===== src/rtl/cc_miss_req_scheduler.sv =====
// Miss-request scheduler: logs each accepted miss into the miss-address FIFO and issues one
// 8-beat critical-word-first WRAP read per miss, bounding refills in flight and blocking same-index misses.
module cc_miss_req_scheduler #(
  parameter int MAX_OUTSTANDING = 2
) (
  input  logic        clk,
  input  logic        rst,
  input  logic        miss_req_valid_i,
  input  logic [31:0] miss_req_addr_i,
  output logic        miss_req_ready_o,
  input  logic        miss_addr_fifo_full_i,
  output logic        miss_addr_fifo_wren_o,
  output logic [31:0] miss_addr_fifo_wdata_o,
  output logic        mem_arvalid_o,
  input  logic        mem_arready_i,
  output logic [31:0] mem_araddr_o,
  output logic [3:0]  mem_arlen_o,
  output logic [2:0]  mem_arsize_o,
  output logic [1:0]  mem_arburst_o,
  input  logic        fill_done_i,
  output logic        busy_o,
  output logic        err_o
);

  localparam int CW = $clog2(MAX_OUTSTANDING + 1);
  localparam int PW = (MAX_OUTSTANDING > 1) ? $clog2(MAX_OUTSTANDING) : 1;

  typedef enum logic {IDLE, ADDR} state_t;

  state_t                     state;
  logic [CW-1:0]              out_cnt;
  logic [PW-1:0]              wr_ptr;
  logic [PW-1:0]              rd_ptr;
  logic [8:0]                 tbl_idx [MAX_OUTSTANDING];
  logic [MAX_OUTSTANDING-1:0] tbl_vld;
  logic [31:0]                araddr_q;
  logic                       err_q;
  logic                       conflict;
  logic                       accept;
  logic                       retire;

  function automatic logic [PW-1:0] ptr_inc(input logic [PW-1:0] p);
    return (p == PW'(MAX_OUTSTANDING - 1)) ? '0 : p + 1'b1;
  endfunction

  // Compared against the pre-update table, so a slot retiring this cycle still blocks.
  always_comb begin
    conflict = 1'b0;
    for (int i = 0; i < MAX_OUTSTANDING; i++) begin
      if (tbl_vld[i] && (tbl_idx[i] == miss_req_addr_i[14:6])) conflict = 1'b1;
    end
  end

  assign miss_req_ready_o = (state == IDLE) && !miss_addr_fifo_full_i &&
                            (out_cnt < CW'(MAX_OUTSTANDING)) && !conflict;
  assign accept = miss_req_valid_i && miss_req_ready_o;
  // A fill with nothing in flight is an error, not a retirement.
  assign retire = fill_done_i && (out_cnt != '0);

  always_ff @(posedge clk or posedge rst) begin
    if (rst) begin
      state    <= IDLE;
      out_cnt  <= '0;
      wr_ptr   <= '0;
      rd_ptr   <= '0;
      tbl_vld  <= '0;
      araddr_q <= '0;
      err_q    <= 1'b0;
      for (int i = 0; i < MAX_OUTSTANDING; i++) tbl_idx[i] <= '0;
    end else begin
      case (state)
        IDLE: if (accept) begin
          state    <= ADDR;
          araddr_q <= {miss_req_addr_i[31:3], 3'b000};
        end
        ADDR: if (mem_arready_i) state <= IDLE;
        default: state <= IDLE;
      endcase

      // accept needs out_cnt < MAX, so wr_ptr never lands on a slot retiring this cycle.
      if (accept) begin
        tbl_idx[wr_ptr] <= miss_req_addr_i[14:6];
        tbl_vld[wr_ptr] <= 1'b1;
        wr_ptr          <= ptr_inc(wr_ptr);
      end
      if (retire) begin
        tbl_vld[rd_ptr] <= 1'b0;
        rd_ptr          <= ptr_inc(rd_ptr);
      end

      case ({accept, retire})
        2'b10:   out_cnt <= out_cnt + 1'b1;
        2'b01:   out_cnt <= out_cnt - 1'b1;
        default: out_cnt <= out_cnt;
      endcase

      if (fill_done_i && (out_cnt == '0)) err_q <= 1'b1;
    end
  end

  assign miss_addr_fifo_wren_o  = accept;
  assign miss_addr_fifo_wdata_o = miss_req_addr_i;
  assign mem_arvalid_o          = (state == ADDR);
  assign mem_araddr_o           = araddr_q;
  assign mem_arlen_o            = 4'd7;
  assign mem_arsize_o           = 3'b011;
  assign mem_arburst_o          = 2'b10;
  assign busy_o                 = (out_cnt != '0) || (state != IDLE);
  assign err_o                  = err_q;

endmodule


===== config.mk =====
export PLATFORM = sky130hd
export DESIGN_NAME = cc_miss_req_scheduler
export DESIGN_NICKNAME = d
export VERILOG_FILES = /design/src/rtl/cc_miss_req_scheduler.sv
export SDC_FILE = /design/constraint.sdc
export NUM_CORES = 1
export LEC_CHECK = 0
export ABC_AREA = 0
export CAP_MARGIN = 5
export CORE_ASPECT_RATIO = 2
export CORE_MARGIN = 3
export CORE_UTILIZATION = 44
export CTS_BUF_LIST = sky130_fd_sc_hd__clkbuf_8
export CTS_CLUSTER_DIAMETER = 100
export DETAILED_ROUTE_END_ITERATION = 10
export PLACE_DENSITY_LB_ADDON = 0.15
export SYNTH_ARGS = -nofsm -noshare
export SYNTH_HDL_FRONTEND = slang
export SYNTH_SLANG_ARGS = --single-unit

===== constraint.sdc =====
create_clock -name clk -period 2.87 [get_ports clk]
set_input_delay 0.861 -clock clk [delete_from_list [all_inputs] [get_ports clk]]
set_output_delay 0.861 -clock clk [all_outputs]
set_load 0.02 [all_outputs]

=== Yosys cells after proc, flatten, opt, wreduce, memory -nomap -nowiden ===
Index checks and enable logic that the tools add are counted.
Widths: inputs -> output; s select.

* Register bits after elaboration: 55
* Output and inout port bits: 78

* Add/sub/neg operators: 4
* Order comparisons: 7
* Equality and inequality tests: 4
* Multiplexer cells: 17
* Bitwise logic cells: 5
* Reductions and logical operators: 18

{| class="wikitable"
|+ Operator list
! kind !! count
|-
| $bwmux 18 || 1
|-
| $eq 9x9->1 || 2
|-
| $logic_and 1x1->1 || 11
|-
| $demux 9 s1 || 1
|-
| $mux 9 || 1
|-
| $mux 1 || 8
|-
| $lt 1x2->1 const B || 2
|-
| $mux 2 || 2
|-
| $pmux 2 s2 || 1
|-
| $reduce_bool 2->1 || 2
|-
| $add 1x1->1 const B || 2
|-
| $add 2x1->2 const B || 1
|-
| $and 2x2->2 || 1
|-
| $demux 1 s1 || 2
|-
| $eq 2x1->1 const B || 1
|-
| $eq 2x2->1 const B || 1
|-
| $ge 1x1->1 const B || 2
|-
| $ge 2x2->1 const B || 1
|-
| $logic_not 1->1 || 2
|-
| $logic_not 2->1 || 1
|-
| $lt 2x1->1 const B || 1
|-
| $lt 2x2->1 const B || 1
|-
| $not 1->2 || 1
|-
| $not 2->2 || 1
|-
| 6 further kinds || 6
|}

=== Logic depth before layout (Yosys ltp) ===
Gate-level depths: netlist of run 1.

* Depth in word-level cells: 10
* Depth in mapped cells: 10
* Depth with buffers taken out: 9

=== Worst setup path before layout of run 1 ===
OpenSTA, ideal clock, no wires.

* Kind: input-to-output
* Start: input miss_req_addr_i[10]
* End: output miss_addr_fifo_wren_o
* Arrival time: 1.786 ns
* Required time: 2.009 ns
* Setup slack: 0.223 ns
* Stages on the path: 5
* Path buffers: 1
* Cells stage by stage: xnor2_1 > nand4_1 > nor3_2 > nor3_2 > buf_6

* Longest elaborated chain between the ends: 7

{| class="wikitable"
|+ RTL lines
! element !! line !! RTL
|-
| start: declaration || 9 || <nowiki>input logic [31:0] miss_req_addr_i,</nowiki>
|-
| $eq 9x9->1 || 50 || <nowiki>if (tbl_vld[i] && (tbl_idx[i] == miss_req_addr_i[14:6])) conflict = 1'b1;</nowiki>
|-
| $logic_and 1x1->1 || 50 ||
|-
| $mux 1 || 50 ||
|-
| $mux 1 (*) || 50 ||
|-
| $logic_not 1->1 (*) || 55 || <nowiki>(out_cnt < CW'(MAX_OUTSTANDING)) && !conflict;</nowiki>
|-
| $logic_and 1x1->1 (*) || 55 ||
|-
| $logic_and 1x1->1 (*) || 56 || <nowiki>assign accept = miss_req_valid_i && miss_req_ready_o;</nowiki>
|-
| end: declaration || 12 || <nowiki>output logic miss_addr_fifo_wren_o,</nowiki>
|}

Every way passes the cells marked *; elsewhere a longest branch is shown, timed or not.

=== Worst setup path after layout of run 1 ===
* Start: input miss_req_addr_i[9]
* End: output miss_req_ready_o

* Longest elaborated chain between the ends: 6

{| class="wikitable"
|+ RTL lines
! element !! line !! RTL
|-
| $eq 9x9->1 || 50 ||
|-
| $logic_and 1x1->1 || 50 ||
|-
| $mux 1 || 50 ||
|-
| $mux 1 (*) || 50 ||
|-
| $logic_not 1->1 (*) || 55 ||
|-
| $logic_and 1x1->1 (*) || 55 ||
|-
| end: declaration || 10 || <nowiki>output logic miss_req_ready_o,</nowiki>
|}

Marked as above.

==> flow_summary.toml, run 1 <==
[critical_path]
rr_endpoint = "out_cnt[1]$_DFFE_PP0P_"
end_kind = "primary output"
critical_path_class = "input port to primary output"
crit_path_max_incr_delay_ns = 0.26
endpoint = "miss_req_ready_o"
worstReg2RegStart = "tbl_idx[11]$_DFFE_PP0P_"
worst-path-max-fanout = 6
r2r_setup_slack_ns = 0.57
cp-startpoint = "miss_req_addr_i[9]"
cp_cell_sequence = "clkdlybuf4s15_2, xnor2_1, nand4_1, nor3_4, nor3b_2, buf_4"
slowest_stage = "nor3_4"
worst-r2r-cell-count = 10
critPathArrivalTime_ns = 1.96
required_ns = 2.01
crit_path_start_kind = "input port"

[clocking]
cts_num_sinks = 55
clkLatencyLatePin_ns = 0.31
root_buffer = "clkbuf_8"
htreeDepth = 2
tritoncts = "yes"
hold_buffers = 0
clk_pin_slew_worst_paths_ns = 0.10
cts_buffer_depth = 2
cts_buffers = 5
post_cts_buffers = 0

[power_and_ir_drop]
p_per_area_mw_per_mm2 = 943
p_leak_nw = 1.58
total_power_mw = 3.48
vdd_ir_drop_max_mv = 0.622

[sta]
finClkSkew_ns = 0.00980
fin_crit_sh_pct = 98.5
setup_tns_ns = 0
setup_viol = 0
slew_headroom_pct = 65.3
fin_crit_ns = 2.83
worstMarginPinSlew_ns = 0.520
final_max_slew_viol_count = 0
worst_slack_ns = 0.0444
rsz0062_at_grt = "yes"
clock.fmax_mhz = 354
hold_ws_ns = 0.463
hold_violations = 0

[flow_run]
maxCapViolCount = 0

[layout]
final_area_sq_mm = 0.00369
syn_to_final_growth_pct = 38.2
n_fill_cell = 474
n_antenna_cell = 0
regArea_sq_mm = 0.00138
final_util_pct = 63.6
finalNetCount = 328
drive_above_1_share_pct = 33.8
instances_no_fill = 351
multiInputGateArea_sq_mm = 0.00102

[floorplanning]
core_area_sq_mm = 0.00581
floorplan.initialDensity_pct = 46.0
die_w_microns = 61.1
die_y_microns = 116
io_pins = 116
row_count = 39
die_area_sq_mm = 0.00710

[global_route]
antenna_found_initial = 0
grt_first_pass_wirelength_microns = 8690
grt_pass1_vias = 1886
track_usage_pct = 16.7
grt_start_max_net_pins = 33
overflow = 0

[logic_synthesis]
yosysTopAreaCellShare_pct = 51.5
yosysUniqueCellTypes = 24
ys_ff_latch = 55
yosysWarnings = 0
synth_edf_count = 0
syn_area_sq_mm = 0.00267
yosysTopAreaCell = "dfrtp_1"
synthTopCellsByArea = "dfrtp_1, mux2_2, buf_4"
synth_cells = 202
syn_area_per_cell_sq_um = 13.2
async_reset_ff_share_pct = 100
ys_dominant_reg_cell = "dfrtp_1"
yosysSeqAreaShare_pct = 51.5

[placement]
gp_congestion = 0.716
dpl.hpwl_microns = 4190
place_inst = 343
io_buffers = 97
post_dp_cell_area_sq_mm = 0.00357
preCtsSetupSlack_ns = -0.795

[hold_path]
hold_path.startpoint = "err_o$_DFFE_PP0P_"
hp-class = "flop to flop"

[drt]
first_pass_iters = 2
postRouteAntennaNets = 0
drt_iter0_drc = 12
wl_per_cell_microns = 15.8
wl_microns = 5540
vias_per_cell = 4.94
vias = 1734
drcViolationCount = 0

[run_status]
status = "finished, final reports clean"
==> logic make-up (layout without fill, tap and decap cells) <==
group	after synthesis	after routing	share of synthesized area (%)
fa+ha+maj	1	1	0.468
buf+inv	52	130	14.4
compound gates	5	5	1.45
other cells	2	12	0.281
simple gates	17	17	4.59
mux	47	47	19.8
flops	55	55	51.5
xor+xnor	23	23	7.54
==> area by class of cell <==
cell class / count / share of cell area (%)
multi-input cells: 105 / 27.5
inverters: 4 / 0.407
repair buffers: 118 / 30.4
well taps: 61 / 2.07
clock inverters: 3 / 0.441
flip-flops and latches: 55 / 37.3
clock buffers: 5 / 1.86
==> synthesized netlist by cell type (all sizes together) (2+ instances only) <==
| library cell | count |
|---|---|
| nor3 | 4 |
| xnor2 | 21 |
| conb | 2 |
| xor2 | 2 |
| mux2 | 47 |
| a21o | 2 |
| nand4 | 4 |
| dfrtp | 55 |
| nand2 | 3 |
| buf | 48 |
| inv | 4 |
| nor2 | 2 |
==> how the worst min path moves through the flow <==
| stage | end | slack [ns] | cells after the start |
|---|---|---|---|
| after detailed placement | err_o$_DFFE_PP0P_ | 0.45 | 1 |
| after floorplan | tbl_vld[1]$_DFF_PP0_ | 0.46 | 1 |
| after CTS | err_o$_DFFE_PP0P_ | 0.47 | 1 |
| after global placement | err_o$_DFFE_PP0P_ | 0.44 | 1 |
| after global routing | err_o$_DFFE_PP0P_ | 0.51 | 1 |
| final | err_o$_DFFE_PP0P_ | 0.46 | 1 |
==> worst max-delay path, delay by kind of cell <==
kind / cells / cell delay [ns]
simple gates: 3 / 0.53
buf+inv: 2 / 0.40
xor+xnor: 1 / 0.18
==> where the power goes <==
| group | total (mW) | switching, mW | leakage, nW | internal [mW] |
|---|---|---|---|---|
| logic | 1.66 | 0.720 | 0.882 | 0.942 |
| registers | 1.41 | 0.250 | 0.656 | 1.16 |
| clock network | 0.413 | 0.246 | 0.0453 | 0.168 |
==> flip-flops by register name, indices dropped and copies added (netlist names) <==
| register | count |
|---|---|
| tbl_vld | 2 |
| err_o | 1 |
| rd_ptr | 1 |
| tbl_idx | 18 |
| out_cnt | 2 |
| wr_ptr | 1 |
| mem_araddr_o | 29 |
| mem_arvalid_o | 1 |
==> routing by layer <==
layer	track usage [%]	part of all wire, %	vias to the layer above
li1	-	-	794
met1	16.6	35	862
met2	30.8	57	64
met3	3.98	4.9	14
met4	7.81	3.3	0
met5	0	0	-
==> repair_timing <==
item / CTS / global route
setup endpoints to repair: 12 / 3
gates cloned: 0 / 0
resized for setup: 41 / 9
pin swaps: 15 / 6
==> cells in the final DEF, fill, tap and decap left out, types with 2 or more instances in the layout <==
cell type | synthesis | layout
a21o_1 | 2 | 2
buf_4 | 44 | 20
buf_6 | 3 | 2
clkbuf_2 | 0 | 4
clkbuf_8 | 0 | 5
clkdlybuf4s15_2 | 0 | 4
clkdlybuf4s50_1 | 0 | 86
conb_1 | 2 | 12
dfrtp_1 | 55 | 55
inv_1 | 4 | 4
mux2_1 | 2 | 2
mux2_2 | 45 | 45
nand2_1 | 3 | 3
nand4_1 | 4 | 4
nor2_1 | 2 | 2
nor3_2 | 3 | 2
nor3_4 | 0 | 2
xnor2_1 | 21 | 16
xnor2_2 | 0 | 5
xor2_1 | 2 | 2
Note: power is estimated with default switching activity, not from simulation.
==> run 2, diff against run 1 <==
Settings changed: CORE_ASPECT_RATIO 2 to 0.6, SLEW_MARGIN from default to 20.
==> flow_summary.toml, run 2 (same netlist as run 1, synthesis figures left out) <==
[clocking]
htreeDepth = 2
cts_buffers = 5
clkLatencyLatePin_ns = 0.31
cts_num_sinks = 55
clk_pin_slew_worst_paths_ns = 0.09
hold_buffers = 0
tritoncts = "yes"
cts_buffer_depth = 2
root_buffer = "clkbuf_8"

[global_route]
grt_pass1_vias = 1677
grt_first_pass_wirelength_microns = 8340
antenna_found_initial = 0
track_usage_pct = 15.1
overflow = 0
grt_start_max_net_pins = 33

[layout]
final_cell_mix = "clkdlybuf4s50_1, dfrtp_1, mux2_2, buf_4, xnor2_1"
n_antenna_cell = 0
finalNetCount = 328
largest_reg_flops = 29
final_area_sq_mm = 0.00376
layout_commonest_cell = "clkdlybuf4s50_1"
drive_above_1_share_pct = 34.8
syn_to_final_growth_pct = 40.6
final_util_pct = 65.6

[floorplanning]
core_area_sq_mm = 0.00573
die_y_microns = 66.4
die_area_sq_mm = 0.00708
io_pins = 116
row_count = 21
die_w_microns = 107
floorplan.initialDensity_pct = 46.7

[power_and_ir_drop]
seqPwrFrac_pct = 39.9
vdd_ir_drop_max_mv = 0.468
switching_power_mw = 1.21
p_sw_share_pct = 34.4
p_comb_share_pct = 47.3
clkPwrFrac_pct = 12.8
p_per_area_mw_per_mm2 = 937
p_int_mw = 2.31
p_leak_nw = 1.61

[drt]
wl_per_cell_microns = 14.3
drt_iter0_drc = 37
drcViolationCount = 0
vias = 1692
wl_microns = 5290
first_pass_iters = 4
vias_per_cell = 4.57
postRouteAntennaNets = 0

[placement]
io_buffers = 97
post_dp_cell_area_sq_mm = 0.00359
preCtsSetupSlack_ns = -0.869
gp_congestion = 0.733
dpl.hpwl_microns = 3910

[critical_path]
crit_path_start_kind = "input port"
end_kind = "primary output"
slowest_stage = "clkdlybuf4s50_1"
critPathArrivalTime_ns = 1.98
cp_cell_sequence = "clkdlybuf4s50_1, clkdlybuf4s50_1"
critPathMostFrequentCell = "clkdlybuf4s50_1"
worst-path-max-fanout = 2
critPathTopFamily = "buffers and inverters"
crit_path_max_incr_delay_ns = 0.63
critical_path_class = "input port to primary output"
required_ns = 2.01
cp_num_buf_inv = 2

[sta]
worst_slack_ns = 0.0245
fin_crit_ns = 2.85
setup_viol = 0
clock.fmax_mhz = 351
slew_headroom_pct = 61.0
setup_tns_ns = 0
worstMarginPinSlew_ns = 0.585
fin_crit_sh_pct = 99.1
final_max_slew_viol_count = 0
rsz0062_at_grt = "no"
finClkSkew_ns = 0.00915
hold_violations = 0

[flow_run]
maxCapViolCount = 0

[hold_path]
hp-class = "flop to flop"

[run_status]
status = "finished, final reports clean"
[run 2: cell count changes in the layout (fill, tap and decap cells not counted), moves of 2 or more]
cell | previous run | this run
buf_4 | 20 | 18
clkdlybuf4s15_2 | 4 | 1
xnor2_1 | 16 | 13
xnor2_2 | 5 | 8
[run 2: stage by stage]
step	hold WS [ns]	cells	total power, mW
after floorplan	0.461	212	2.37
after global placement	0.440	360	3.01
after detailed placement	0.461	360	3.05
after CTS	0.490	370	3.52
after global routing	0.497	370	3.72
final	0.477	370	3.52
[run 2: timing repair]
action | in CTS | in global routing
pin swaps | 13 | 13
endpoints found under the setup margin | 13 | 3
cloned | 0 | 0
resized for setup | 34 | 20
setup buffers | 2 | 0
[run 2: per-layer routing]
layer / up-vias / track usage [%] / wire, microns
met5: - / 0 / 0
met4: 0 / 4.94 / 54
met3: 7 / 4.39 / 452
met2: 64 / 24.1 / 2370
met1: 817 / 19.9 / 2410
li1: 804 / - / -
[run 2: cell type report]
type                       count  area, sq um
multi-input combinational    105         1040
tap                           80          100
inverter                       4         15.0
clock buffer                   6         82.6
fill                         480         1970
timing repair buffer         118         1130
sequential                    55         1380
clock inverter                 2         16.3
[run 2: power by group through the flow]
| stage | clock [mW] | combinational (mW) | sequential [mW] |
|---|---|---|---|
| after global placement | 0 | 1.62 | 1.39 |
| after CTS | 0.464 | 1.66 | 1.40 |
| after global routing | 0.495 | 1.77 | 1.46 |
| after detailed placement | 0 | 1.64 | 1.40 |
| final | 0.450 | 1.66 | 1.41 |
| after floorplan | 0 | 0.729 | 1.64 |
[run 2: path summary, 6_finish.rpt]
| check | end | start | cells after the start | slack (ns) |
|---|---|---|---|---|
| max | miss_addr_fifo_wdata_o[17] | miss_req_addr_i[17] | 2 | 0.02 |
| min in group asynchronous | tbl_idx[16]$_DFFE_PP0P_ | rst | 2 | 0.94 |
| min reg2reg | err_o$_DFFE_PP0P_ | err_o$_DFFE_PP0P_ | 1 | 0.48 |
| max reg2reg | out_cnt[1]$_DFFE_PP0P_ | tbl_idx[2]$_DFFE_PP0P_ | 9 | 0.64 |
| max in group asynchronous | tbl_idx[13]$_DFFE_PP0P_ | rst | 3 | 1.33 |
| min | err_o$_DFFE_PP0P_ | err_o$_DFFE_PP0P_ | 1 | 0.48 |
==> run 3, diff against run 2 <==
Settings changed: CTS_CLUSTER_DIAMETER 100 to default.
==> results of run 3 <==
Final layout, timing and power as in run 2 (identical DEF).
